File: src/rtl/core_adder_arb_pkg.sv
// rtl/core_adder_arb_pkg.sv - shared types and defaults for the shared-adder arbiter
package core_adder_arb_pkg;

  localparam int ARB_XLEN    = 64;
  localparam int ARB_NUM_REQ = 4;
  localparam int ARB_IDW     = $clog2(ARB_NUM_REQ);

  typedef logic [ARB_IDW-1:0] req_id_t;

  typedef enum logic {
    ARB_EMPTY = 1'b0,
    ARB_FULL  = 1'b1
  } arb_state_t;

endpackage

File: src/rtl/core_64bit_adder.sv
// rtl/core_64bit_adder.sv - plain modulo-2^W integer adder, carry-out discarded
module core_64bit_adder #(
  parameter int W = 64
) (
  input  logic [W-1:0] i_a,
  input  logic [W-1:0] i_b,
  output logic [W-1:0] o_sum
);

  assign o_sum = i_a + i_b;

endmodule

File: src/rtl/core_rr_arbiter.sv
// rtl/core_rr_arbiter.sv - round-robin arbiter: first requester at or above i_ptr, wrapping
module core_rr_arbiter #(
  parameter  int N   = 4,
  localparam int IDW = $clog2(N)
) (
  input  logic [N-1:0]   i_req,
  input  logic [IDW-1:0] i_ptr,
  input  logic           i_enable,
  output logic [N-1:0]   o_grant,
  output logic [IDW-1:0] o_grant_idx,
  output logic           o_any_grant
);

  int w_idx;

  always_comb begin
    o_grant     = '0;
    o_grant_idx = '0;
    o_any_grant = 1'b0;
    w_idx       = 0;
    if (i_enable) begin
      for (int k = 0; k < N; k++) begin
        w_idx = (int'(i_ptr) + k) % N;
        // Only the first hit in search order wins, keeping the grant one-hot.
        if (!o_any_grant && i_req[w_idx]) begin
          o_any_grant    = 1'b1;
          o_grant[w_idx] = 1'b1;
          o_grant_idx    = IDW'(w_idx);
        end
      end
    end
  end

endmodule

File: src/rtl/core_adder_share_arb.sv
// rtl/core_adder_share_arb.sv - one adder shared by NUM_REQ requesters with a registered,
// tagged response slot that can be refilled in the same cycle it drains
module core_adder_share_arb
  import core_adder_arb_pkg::*;
#(
  parameter  int XLEN    = ARB_XLEN,
  parameter  int NUM_REQ = ARB_NUM_REQ,
  localparam int IDW     = $clog2(NUM_REQ)
) (
  input  logic                          i_clk,
  input  logic                          i_rst_n,
  input  logic [NUM_REQ-1:0]            i_req_valid,
  input  logic [NUM_REQ-1:0][XLEN-1:0]  i_req_srcA,
  input  logic [NUM_REQ-1:0][XLEN-1:0]  i_req_srcB,
  output logic [NUM_REQ-1:0]            o_req_ready,
  output logic                          o_rsp_valid,
  output logic [IDW-1:0]                o_rsp_id,
  output logic [XLEN-1:0]               o_rsp_result,
  input  logic                          i_rsp_ready
);

  arb_state_t          r_state;
  arb_state_t          w_state_nxt;
  logic [IDW-1:0]      r_rr_ptr;
  logic [IDW-1:0]      w_rr_ptr_nxt;
  logic [IDW-1:0]      r_rsp_id;
  logic [XLEN-1:0]     r_rsp_result;

  logic                w_can_accept;
  logic [NUM_REQ-1:0]  w_grant;
  logic [IDW-1:0]      w_grant_idx;
  logic                w_any_grant;
  logic [XLEN-1:0]     w_opa;
  logic [XLEN-1:0]     w_opb;
  logic [XLEN-1:0]     w_sum;

  // Gating with i_rst_n keeps every ready low while reset is asserted.
  assign w_can_accept = i_rst_n & ((r_state == ARB_EMPTY) | i_rsp_ready);

  core_rr_arbiter #(
    .N (NUM_REQ)
  ) u_arb (
    .i_req       (i_req_valid),
    .i_ptr       (r_rr_ptr),
    .i_enable    (w_can_accept),
    .o_grant     (w_grant),
    .o_grant_idx (w_grant_idx),
    .o_any_grant (w_any_grant)
  );

  assign w_opa = i_req_srcA[w_grant_idx];
  assign w_opb = i_req_srcB[w_grant_idx];

  core_64bit_adder #(
    .W (XLEN)
  ) u_add (
    .i_a   (w_opa),
    .i_b   (w_opb),
    .o_sum (w_sum)
  );

  always_comb begin
    w_state_nxt  = r_state;
    w_rr_ptr_nxt = r_rr_ptr;
    if (w_any_grant) begin
      w_state_nxt  = ARB_FULL;
      w_rr_ptr_nxt = (w_grant_idx == IDW'(NUM_REQ - 1)) ? '0 : w_grant_idx + IDW'(1);
    end else if ((r_state == ARB_FULL) && i_rsp_ready) begin
      w_state_nxt = ARB_EMPTY;
    end
  end

  always_ff @(posedge i_clk or negedge i_rst_n) begin
    if (!i_rst_n) begin
      r_state  <= ARB_EMPTY;
      r_rr_ptr <= '0;
    end else begin
      r_state  <= w_state_nxt;
      r_rr_ptr <= w_rr_ptr_nxt;
    end
  end

  // Result and id are not cleared on drain; they hold until the next accept.
  always_ff @(posedge i_clk or negedge i_rst_n) begin
    if (!i_rst_n) begin
      r_rsp_id     <= '0;
      r_rsp_result <= '0;
    end else if (w_any_grant) begin
      r_rsp_id     <= w_grant_idx;
      r_rsp_result <= w_sum;
    end
  end

  assign o_req_ready  = w_grant;
  assign o_rsp_valid  = (r_state == ARB_FULL);
  assign o_rsp_id     = r_rsp_id;
  assign o_rsp_result = r_rsp_result;

endmodule

File: config.mk
export PLATFORM = sky130hd
export DESIGN_NAME = core_adder_share_arb
export DESIGN_NICKNAME = d
export VERILOG_FILES = /design/src/rtl/core_adder_arb_pkg.sv /design/src/rtl/core_64bit_adder.sv /design/src/rtl/core_rr_arbiter.sv /design/src/rtl/core_adder_share_arb.sv
export SDC_FILE = /design/constraint.sdc
export NUM_CORES = 1
export LEC_CHECK = 0
export ABC_AREA = 1
export CORE_AREA = 2 2 228 230
export CTS_CLUSTER_DIAMETER = 80
export DETAILED_ROUTE_END_ITERATION = 10
export DIE_AREA = 0 0 230 232
export PLACE_DENSITY = 0.63
export SLEW_MARGIN = 15
export SYNTH_ARGS = -nofsm -noshare
export SYNTH_HDL_FRONTEND = slang
export SYNTH_HIERARCHICAL = 1
export SYNTH_SLANG_ARGS = --single-unit
File: constraint.sdc
create_clock -name i_clk -period 4.6 [get_ports i_clk]
set_input_delay 1.38 -clock i_clk [delete_from_list [all_inputs] [get_ports i_clk]]
set_output_delay 1.38 -clock i_clk [all_outputs]
set_load 0.005 [all_outputs]
# After elaboration in Yosys (flattened, before gate mapping)
# Cells that the tools add are included.
[op_classes] addsub=5 n_shift=0 multipliers=0 n_lt_le_gt_ge=9 reduce_logical=15 n_mux=47 n_bitwise=9 eq_ne=1 div=0
[ops] op="64-bit binary-select mux with 2-bit select" count=2
[ops] op="64-bit two-way mux" count=2
[ops] op="64-bit adder" count=1
[ops] op="4-bit two-way mux" count=8
[ops] op="1-bit two-way mux" count=21
[ops] op="3-bit by 4-bit < comparator with 1-bit output, second input constant" count=3
[ops] op="2-bit two-way mux" count=6
[ops] op="4-bit bitwise OR" count=3
[ops] op="3-bit by 1-bit greater-or-equal comparator with 1-bit output, second input constant" count=3
[ops] op="1-bit binary-select mux with 2-bit select" count=4
[ops] op="1-bit demux with 2-bit select" count=4
[ops] op="1-bit logical AND" count=8
[ops] op="2-bit by 3-bit < comparator with 1-bit output, second input constant" count=2
[ops] op="2-bit OR reduction" count=3
[ops] op="2-bit by 1-bit adder with 2-bit output, second input constant" count=2
[ops] op="2-bit adder, second input constant" count=2
[ops] op="1-bit AND, first input constant" count=3
[ops] op="1-bit zero test" count=3
[ops] op="2-bit == test, second input constant" count=1
[ops] op="2-bit by 1-bit greater-or-equal comparator with 1-bit output, second input constant" count=1
[ops] op="2-bit nonzero test" count=1
[ops] op="1-bit AND" count=1
[ops] op="1-bit NOT" count=1
[ops] op="1-bit bitwise OR" count=1
[totals] rom_bits=0 ff_bits=69 ramBits=0 memories=0 output_inout_bits=71 input_bits=519 latchBits=0

# Depth between registers and ports, before layout
[logic_depth] depth_word=20 depth_mapped=32 ltp_nobuf=30

# By module
# Netlist, hierarchy kept.
[by_module_without_submodules] mod="core_adder_share_arb" n_inst=1 area_each_um2=8812.2 cells_each=1785
[by_module_without_submodules] mod="core_64bit_adder" n_inst=1 area_each_um2=6028.3 cells_each=1291
[by_module_without_submodules] mod="core_rr_arbiter" n_inst=1 area_each_um2=540.5 cells_each=90

# Worst setup path before layout
# No wires, ideal clock.
[synth_path] path_kind="input to register" startpoint="input i_req_valid[3]" endpoint="register r_rsp_result[60] (netlist: o_rsp_result[60])" setup_time_ps=116 slack_ps=200 cell_stages=31 arrival_time_ps=4284 n_path_buf=3 cell_sequence="inv_1 nand2_1 nand3_4 nand2_4 nor2_4 nand2_1 o21ai_1 a21oi_1 buf_4 inv_4 buf_6 buf_6 nand2_1 nand3_1 nand2_1 ha_1 fa_1 nand3_1 nand3_2 nand2_1 nand2_2 nand2_1 nand2_1 nand2_1 nand2_2 nand2_1 nand2_1 nand2_1 nand2_1 nand2_1 nand2_1"
[synth_via] elab_chain_cells=19 elab_cells_between_ends=35 classes_between="1 x add/sub; 28 x mux; 6 x reduce/logical"
[synth_lines] item="start, declared" line_no="core_adder_share_arb.sv:12" rtl="input logic [NUM_REQ-1:0] i_req_valid,"
[synth_lines] item="1-bit binary-select mux with 2-bit select" line_no="core_rr_arbiter.sv:25" rtl="if (!o_any_grant && i_req[w_idx]) begin"
[synth_lines] item="1-bit two-way mux (not written as such)" line_no="core_rr_arbiter.sv:25"
[synth_lines] item="1-bit two-way mux" line_no="core_rr_arbiter.sv:25"
[synth_lines] item="1-bit two-way mux" line_no="core_rr_arbiter.sv:21" rtl="if (i_enable) begin"
[synth_lines] item="1-bit zero test" line_no="core_rr_arbiter.sv:25"
[synth_lines] item="1-bit logical AND" line_no="core_rr_arbiter.sv:25"
[synth_lines] item="1-bit two-way mux" line_no="core_rr_arbiter.sv:25"
[synth_lines] item="1-bit two-way mux" line_no="core_rr_arbiter.sv:21"
[synth_lines] item="(+6 left out)"
[synth_lines] item="2-bit two-way mux (*)" line_no="core_rr_arbiter.sv:25"
[synth_lines] item="2-bit two-way mux (*)" line_no="core_rr_arbiter.sv:21"
[synth_lines] item="via w_grant_idx[0]" line_no="core_adder_share_arb.sv:31" rtl="logic [IDW-1:0] w_grant_idx;"
[synth_lines] item="64-bit binary-select mux with 2-bit select (*)" line_no="core_adder_share_arb.sv:51" rtl="assign w_opa = i_req_srcA[w_grant_idx];"
[synth_lines] item="64-bit two-way mux (not written as such) (*)" line_no="core_adder_share_arb.sv:51"
[synth_lines] item="via w_opa[0]" line_no="core_adder_share_arb.sv:33" rtl="logic [XLEN-1:0] w_opa;"
[synth_lines] item="64-bit adder (*)" line_no="core_64bit_adder.sv:10" rtl="assign o_sum = i_a + i_b;"
[synth_lines] item="via w_sum[60]" line_no="core_adder_share_arb.sv:35" rtl="logic [XLEN-1:0] w_sum;"
[synth_lines] item="end signal, assigned" line_no="core_adder_share_arb.sv:90" rtl="r_rsp_result <= w_sum;"
[synth_lines] item="end, declared" line_no="core_adder_share_arb.sv:27" rtl="logic [XLEN-1:0] r_rsp_result;"
# The timed path passes the listed nets; every way through them passes the cells marked *. The select of a mux whose other input is x is not followed.
# A chain may end at the register's enable or synchronous reset.

# Final worst setup path
[layout_path] startpoint="input i_req_valid[0]" endpoint="register r_rsp_result[52] (netlist: o_rsp_result[52])"
[layout_via] elab_chain_cells=19 elab_cells_between_ends=35 classes_between="1 x add/sub; 28 x mux; 6 x reduce/logical"
[layout_lines] item="1-bit binary-select mux with 2-bit select" line_no="core_rr_arbiter.sv:25"
[layout_lines] item="1-bit two-way mux (not written as such)" line_no="core_rr_arbiter.sv:25"
[layout_lines] item="1-bit two-way mux" line_no="core_rr_arbiter.sv:25"
[layout_lines] item="1-bit two-way mux" line_no="core_rr_arbiter.sv:21"
[layout_lines] item="1-bit zero test" line_no="core_rr_arbiter.sv:25"
[layout_lines] item="1-bit logical AND" line_no="core_rr_arbiter.sv:25"
[layout_lines] item="1-bit two-way mux" line_no="core_rr_arbiter.sv:25"
[layout_lines] item="1-bit two-way mux" line_no="core_rr_arbiter.sv:21"
[layout_lines] item="(+6 left out)"
[layout_lines] item="2-bit two-way mux (*)" line_no="core_rr_arbiter.sv:25"
[layout_lines] item="2-bit two-way mux (*)" line_no="core_rr_arbiter.sv:21"
[layout_lines] item="via w_grant_idx[0]" line_no="core_adder_share_arb.sv:31"
[layout_lines] item="64-bit binary-select mux with 2-bit select (*)" line_no="core_adder_share_arb.sv:52" rtl="assign w_opb = i_req_srcB[w_grant_idx];"
[layout_lines] item="64-bit two-way mux (not written as such) (*)" line_no="core_adder_share_arb.sv:52"
[layout_lines] item="via w_opb[18]" line_no="core_adder_share_arb.sv:34" rtl="logic [XLEN-1:0] w_opb;"
[layout_lines] item="64-bit adder (*)" line_no="core_64bit_adder.sv:10"
[layout_lines] item="via w_sum[52]" line_no="core_adder_share_arb.sv:35"
# Marks and branches as above.

==> reports/metrics.cfg <==
[timing]
fmax_mhz=224
slew_viol_final=0
skew_ps=7.31
relSlewSlack=0.502
worstMarginPinSlew_ps=747
whs_ps=469
fin_tns_setup_ps=0
fin_crit_ps=4470
finalCritPeriodShare=0.972
finalHoldViolCount=0
setup_viol=0
rsz0062_at_grt=true

[place]
gp_congestion=0.965
port_buffers=589
dp.cells=4621
hpwl_um=57200

[global_route]
overflow=0
grt_use_total=0.251
grt_max_degree=70
grt_pass1_vias=19439
antenna_found_initial=0
grt_pass1_wl_um=106000

[logic_synthesis]
syn_avg_cell_area_um2=4.86
syn-num-nets=3758
syn-cell-area_um2=15400
synth_top_cell_by_area=nand2_1
async_flop_share=1.00
synthCells=3166
seq_area_frac_synth=0.112
synth_cell_types=37
synth_commonest_cells=nand2_1, inv_1, nand3_1
yosys_warnings=6
synthMostInstantiatedCell=nand2_1
synth_edf_count=0
ys_ff_latch=69
synth_flop_cell=dfrtp_1
yosysTopAreaCellShare=0.353
synthTopCellsByArea=nand2_1, inv_1, dfrtp_1

[setup_path]
cp-start-kind=input port
worst_path_max_delay_cell=ha_4
end_kind=register
arrival_ps=4760
worstSetupPathType=input port to register
required_ps=4890
worstPathMaxFanout=7
slowest_delay_ps=300
cpMostUsedCell=nand2_2

[finish]
antenna_cells=0
fin_util=0.527
drive_above_1_share=0.190
area_growth_pct=74.3
instances_no_fill=4695
nets=4602

[cts]
htreeDepth=3
clk_path_buf_depth=2
clkLatencyLatePin_ps=350
numCtsBuffers=9
root_buffer=clkbuf_16
cts_tree=built
clock-sinks=69
clkTransAtPathRegs_ps=70

[floorplan]
num_rows=83
die_area_um2=53400
ioPinCount=590
chipHeight_um=232
core-area_um2=50900
die_x_um=230
initial_utilization=0.302

[route]
drt_iter0_markers=1036
num_vias=20506
wire_per_inst_um=15.0
drc=0
antenna_left=0
wirelength_um=70600
viasPerCell=4.37
drtPass1Iterations=5

[hold_path]
hold_class=register to register

[job]
max-cap-violations=0

[run_status]
outcome=finished clean

==> critical path, delay by kind of cell <==
family / cells / cell delay (ps)
buffers and inverters: 10 / 1130
AO/OA/AOI/OAI: 2 / 240
AND/OR/NAND/NOR: 19 / 1670
adder cells (fa/ha/maj): 1 / 300
==> path summary, 6_finish.rpt <==
| path | startpoint | end | slack [ps] | cells after the start |
|---|---|---|---|---|
| min in group asynchronous | i_rst_n | o_rsp_result[11] | 1060 | 2 |
| worst max register to register | r_rr_ptr[0] | o_rsp_result[52] | 570 | 32 |
| worst min register to register | o_rsp_result[33] | o_rsp_result[33] | 470 | 2 |
| max in group asynchronous | i_rst_n | o_rsp_result[34] | 2530 | 3 |
| worst min-delay path | o_rsp_result[33] | o_rsp_result[33] | 470 | 2 |
| worst max-delay path | i_req_valid[0] | o_rsp_result[52] | 130 | 32 |
==> what timing repair did <==
action,in CTS,in global routing
pin swaps,29,73
buffers inserted,18,30
hold buffers,0,0
gates cloned,7,4
gates resized for setup,184,244
setup endpoints to repair,60,57
==> layer usage <==
metal  part of all wire  global-route usage  routed length [um]
met1               0.45               0.327               31700
met5                  0                   0                   0
met4              0.019              0.0516                1350
met3              0.054              0.0290                3790
met2               0.48               0.444               33800
==> logic make-up (layout without fill, tap and decap cells) <==
logic type                 count (synthesis)  in the layout  synth area share
AOI/OAI and AO/OA                         62             62            0.0218
xor gates and xnor gates                  32             32            0.0182
adders and majority gates                 73             73            0.0599
buffers and inverters                    953           1802             0.253
DFF                                       69             69             0.112
and+or+nand+nor                         1977           1977             0.535
==> placed cells by master, fill, tap and decap left out, drive strengths merged, types with 4 or more instances in the layout <==
master	Yosys	layout
clkinv	1	5
clkbuf	6	16
nor3	15	15
clkdlybuf4s50	0	583
dfrtp	69	69
ha	72	72
xor2	31	31
nand4	16	16
o21ai	7	7
nand3	330	330
buf	95	340
inv	851	850
a21boi	4	4
nand2	1488	1488
a21oi	45	45
nor2	123	123
==> flip-flops by register name, indices dropped and copies added, names as in the netlist <==
signal and cells:
o_rsp_result 64, o_rsp_id 2, r_rr_ptr 2, o_rsp_valid 1
==> final cells by class <==
class                      instances  area, um^2
sequential                        69        1730
clock buffer                       9         225
inverter                         852        3230
multi-input combinational       2144       11500
tap                              680         851
fill                            5372       24100
clock inverter                     7        97.6
timing repair buffer             934        9200
==> stage by stage <==
| stage | setup WS, ps | area, um^2 |
|---|---|---|
| floorplan | 200 | 15400 |
| detailed placement | -925 | 23900 |
| global placement | -958 | 23900 |
| CTS | 1.66 | 25600 |
| finish | 130 | 26800 |
| global route | -87.8 | 26800 |
Power is left out: the tool's default activity adds up to more than one toggle a clock period on the data nets, which glitch-free logic cannot reach.
